## config.mk

```make
export PLATFORM = sky130hd
export DESIGN_NAME = my_half_subtractor
export DESIGN_NICKNAME = d
export VERILOG_FILES = /design/src/rtl/my_half_subtractor.sv
export SDC_FILE = /design/constraint.sdc
export NUM_CORES = 1
export LEC_CHECK = 0
export ABC_AREA = 1
export BUFFER_PORTS_ARGS = -buffer_cell sky130_fd_sc_hd__buf_2
export CORE_ASPECT_RATIO = 2
export CORE_MARGIN = 2
export CORE_UTILIZATION = 35
export CTS_CLUSTER_SIZE = 25
export DETAILED_ROUTE_END_ITERATION = 16
export PLACE_DENSITY = 0.55
export REMOVE_ABC_BUFFERS = 1
export SYNTH_ARGS = -nofsm -noshare
export SYNTH_HDL_FRONTEND = slang
export SYNTH_SLANG_ARGS = --single-unit
```

## constraint.sdc

```tcl
create_clock -name clk -period 1.46 [get_ports clk]
set_input_delay 0.146 -clock clk [delete_from_list [all_inputs] [get_ports clk]]
set_output_delay 0.146 -clock clk [all_outputs]
set_load 0.1 [all_outputs]
```

## src/rtl/my_half_subtractor.sv

```systemverilog
// Registered bank of half-subtractor lanes with optional ripple-borrow chaining
// and a saturating count of accepted samples that produced a borrow.
module my_half_subtractor #(
  parameter int WIDTH = 1,
  parameter int CNT_W = 16
) (
  input  logic             clk,
  input  logic             rst,
  input  logic             in_valid,
  input  logic             chain,
  input  logic [WIDTH-1:0] X,
  input  logic [WIDTH-1:0] Y,
  output logic             out_valid,
  output logic [WIDTH-1:0] diff,
  output logic [WIDTH-1:0] bout,
  output logic [CNT_W-1:0] borrow_count
);

  logic [WIDTH-1:0] diff_d, diff_q;
  logic [WIDTH-1:0] bout_d, bout_q;
  logic [CNT_W-1:0] cnt_d, cnt_q;
  logic             valid_q;
  logic             borrow_event;

  // Lane 0 always sees a zero borrow-in, so it degenerates to a half subtractor;
  // with chain=0 every lane does.
  always_comb begin
    logic b_in;
    diff_d = '0;
    bout_d = '0;
    b_in   = 1'b0;
    for (int i = 0; i < WIDTH; i++) begin
      diff_d[i] = X[i] ^ Y[i] ^ b_in;
      bout_d[i] = (~X[i] & Y[i]) | (~(X[i] ^ Y[i]) & b_in);
      b_in      = chain & bout_d[i];
    end
    borrow_event = chain ? bout_d[WIDTH-1] : |bout_d;
  end

  always_comb begin
    cnt_d = cnt_q;
    if (in_valid && borrow_event && (cnt_q != {CNT_W{1'b1}}))
      cnt_d = cnt_q + CNT_W'(1);
  end

  always_ff @(posedge clk) begin
    if (rst) begin
      diff_q  <= '0;
      bout_q  <= '0;
      valid_q <= 1'b0;
      cnt_q   <= '0;
    end else begin
      valid_q <= in_valid;
      cnt_q   <= cnt_d;
      if (in_valid) begin
        diff_q <= diff_d;
        bout_q <= bout_d;
      end
    end
  end

  assign out_valid    = valid_q;
  assign diff         = diff_q;
  assign bout         = bout_q;
  assign borrow_count = cnt_q;

endmodule

```

==> flow_metrics.env <==
export IMPL_status="finished, final reports clean"
export IMPL_grt_pass1_vias=1047
export IMPL_yosys_register_bits=19
export IMPL_wl_per_cell_microns=11.95
export IMPL_gr_total_overflow=0
export IMPL_setup_ws_ns=0.1164
export IMPL_grt_antenna_before_repair=0
export IMPL_grt_start_max_net_pins=15
export IMPL_cp_arrival_ns=1.50
export IMPL_ir_drop_v=0.0006669
export IMPL_slew_violations=0
export IMPL_dr_pass1_iters=4
export IMPL_antenna_cells=0
export IMPL_yosys_warnings=0
export IMPL_vias=1090
export IMPL_power_switching_mw=0.2719
export IMPL_p_comb_share_pct=11.4
export IMPL_finalSetupViolCount=0
export IMPL_design_area_sq_um=1369
export IMPL_fin_crit_ns=1.344
export IMPL_critical_path_class="reg2reg"
export IMPL_ys_seq_area_share_pct=36.28
export IMPL_wl_microns=2665
export IMPL_startpoint_type="flop"
export IMPL_p_int_mw=0.7454
export IMPL_hold_path_class="in2reg"
export IMPL_initial_core_util_pct=36.06
export IMPL_finalPower_mw=1.017
export IMPL_switching_share_pct=26.73
export IMPL_insertion_delay_ns=0.26
export IMPL_timing_fmax_ghz=0.7443
export IMPL_portBuffers=23
export IMPL_p_clk_share_pct=36.6
export IMPL_cts_made_buffers=3
export IMPL_cts_clk_slew_worst_paths_ns=0.08
export IMPL_rows=28
export IMPL_worstMarginPinSlew_ns=0.4858
export IMPL_rr_worst_depth=8
export IMPL_slowest_stage="dfxtp_2"
export IMPL_root_buffer="clkbuf_8"
export IMPL_h_tree_depth=1
export IMPL_crit_path_max_incr_delay_ns=0.34
export IMPL_power_frac_seq_pct=52.0
export IMPL_drive_above_1_share_pct=34.72
export IMPL_syn2layout_area_growth_pct=30.55
export IMPL_drc=0
export IMPL_powerDensity_nw_per_um2=743.2
export IMPL_maxCapViolCount=0
export IMPL_clock_path_buffers=2
export IMPL_syn_avg_cell_area_sq_um=6.808
export IMPL_cts_tree="yes"
export IMPL_syn_inst=154
export IMPL_die_area_sq_um=3476
export IMPL_ant_nets=0
export IMPL_yosysUniqueCellTypes=20
export IMPL_fin_nets=202
export IMPL_die_x_microns=42.70
export IMPL_cp_max_fo=5
export IMPL_grt_first_pass_wirelength_microns=4471
export IMPL_place_congestion=0.7298
export IMPL_ios=25
export IMPL_placed_cell_area_sq_um=1282
export IMPL_fillers=311
export IMPL_ctsHoldBuffers=0
export IMPL_syn_area_sq_um=1049
export IMPL_skew_ns=0.008016
export IMPL_crit_chain="ha_1, inv_1, nor2_4, nand2_4, nor2_2, nor2_2, nor2_1, nor2_1"
export IMPL_slew_headroom_pct=67.84
export IMPL_hold_viol=0
export IMPL_dpl_worst_slack_ns=0.007818
export IMPL_via_per_inst=4.888
export IMPL_hold_depth=2
export IMPL_finalCritPeriodShare_pct=92.03
export IMPL_dieHeight_microns=81.41
export IMPL_p_leak_nw=0.6242
export IMPL_grt_usage_pct=17.01
export IMPL_first_iter_violations=27
export IMPL_end_kind="flop"
export IMPL_core_area_sq_um=2908
export IMPL_dpl_hpwl_microns=2077
export IMPL_cts_sinks=19
export IMPL_critPathRequiredTime_ns=1.61
## what timing repair did
action | 4_1_cts | 5_1_grt
setup endpoints to repair | 0 | 14
setup buffers | 0 | 1
resized for setup | 0 | 14
## per-layer routing
layer	vias up	global-route usage, %	share of wire (%)	wire (microns)
met5	-	0	0	0
met4	0	10.31	1.2	31
met3	2	2.667	3.2	85
met2	21	30.61	56	1493
met1	497	17.89	40	1053
li1	570	-	-	-
## synthesized netlist by cell type, drive strengths merged
cell     n  area share (%)
nand2   41              16
nor2    39              17
dfxtp   19              36
nand3   14             7.6
a21oi   13             6.2
inv     13             4.7
nand4    4             3.0
o21ai    4             3.0
buf      2             1.6
ha       2             2.4
xor2     2             1.7
nand3b   1            0.72
## state kept, by name, indices dropped and copies added (netlist names)
signal and cells:
out_valid 1, borrow_count 16, bout 1, diff 1
## power groups by stage
stage                     sequential (mW)  combinational [mW]  clock (mW)
after floorplan                     0.597              0.0288           0
after global placement              0.541               0.113           0
after detailed placement            0.541               0.116           0
after CTS                           0.529               0.116       0.388
after global routing                0.530               0.125       0.404
final                               0.529               0.116       0.372
## final cells by class
type,instances,area (sq um),area share [%]
clock buffer,4,45.04,3.291
inverter,13,48.80,3.565
multi-input combinational,120,629.4,45.98
sequential,19,387.9,28.34
tap,30,37.54,2.742
timing repair buffer,37,220.2,16.09
## critical path, delay by kind of cell, from the launching register on
| kind | cells | cell delay, ns |
|---|---|---|
| buf+inv | 1 | 0.07 |
| flops | 1 | 0.34 |
| fa+ha+maj | 1 | 0.16 |
| simple gates | 6 | 0.67 |
## cells in the final DEF, fill, tap and decap left out, drive strengths merged
cell    instances
nand2          41
nor2           39
buf            37
dfxtp          19
nand3          14
inv            13
a21oi          13
o21ai           4
nand4           4
clkbuf          4
xor2            2
ha              2
nand3b          1
## through the flow
step                      util (%)    TNS, ns  instances  hold WS [ns]
after detailed placement     44.11          0        218        0.3832
after global routing         47.07  -0.006672        223        0.1160
after floorplan                  -     -10.92        152        0.2151
final                        47.07          0        223        0.1043
after CTS                    45.65          0        222        0.1041
after global placement       44.11          0        218        0.3683
## worst paths after layout
| kind | start | slack (ns) | end |
|---|---|---|---|
| worst max-delay path | borrow_count[0]$_SDFFE_PP0P_ | 0.12 | borrow_count[0]$_SDFFE_PP0P_ |
| worst min-delay path | rst | 0.10 | borrow_count[2]$_SDFFE_PP0P_ |
| worst max register to register | borrow_count[0]$_SDFFE_PP0P_ | 0.12 | borrow_count[0]$_SDFFE_PP0P_ |
| worst min register to register | bout$_SDFFE_PP0P_ | 0.48 | bout$_SDFFE_PP0P_ |
## logic make-up after synthesis
kind of cell	count (synthesis)	synth area share (%)
and+or+nand+nor	99	44.27
DFF	19	36.28
AOI/OAI and AO/OA	17	9.188
buffers and inverters	15	6.205
xor gates and xnor gates	2	1.671
adders and majority gates	2	2.386
No activity file was read; power rests on OpenSTA's default activity.
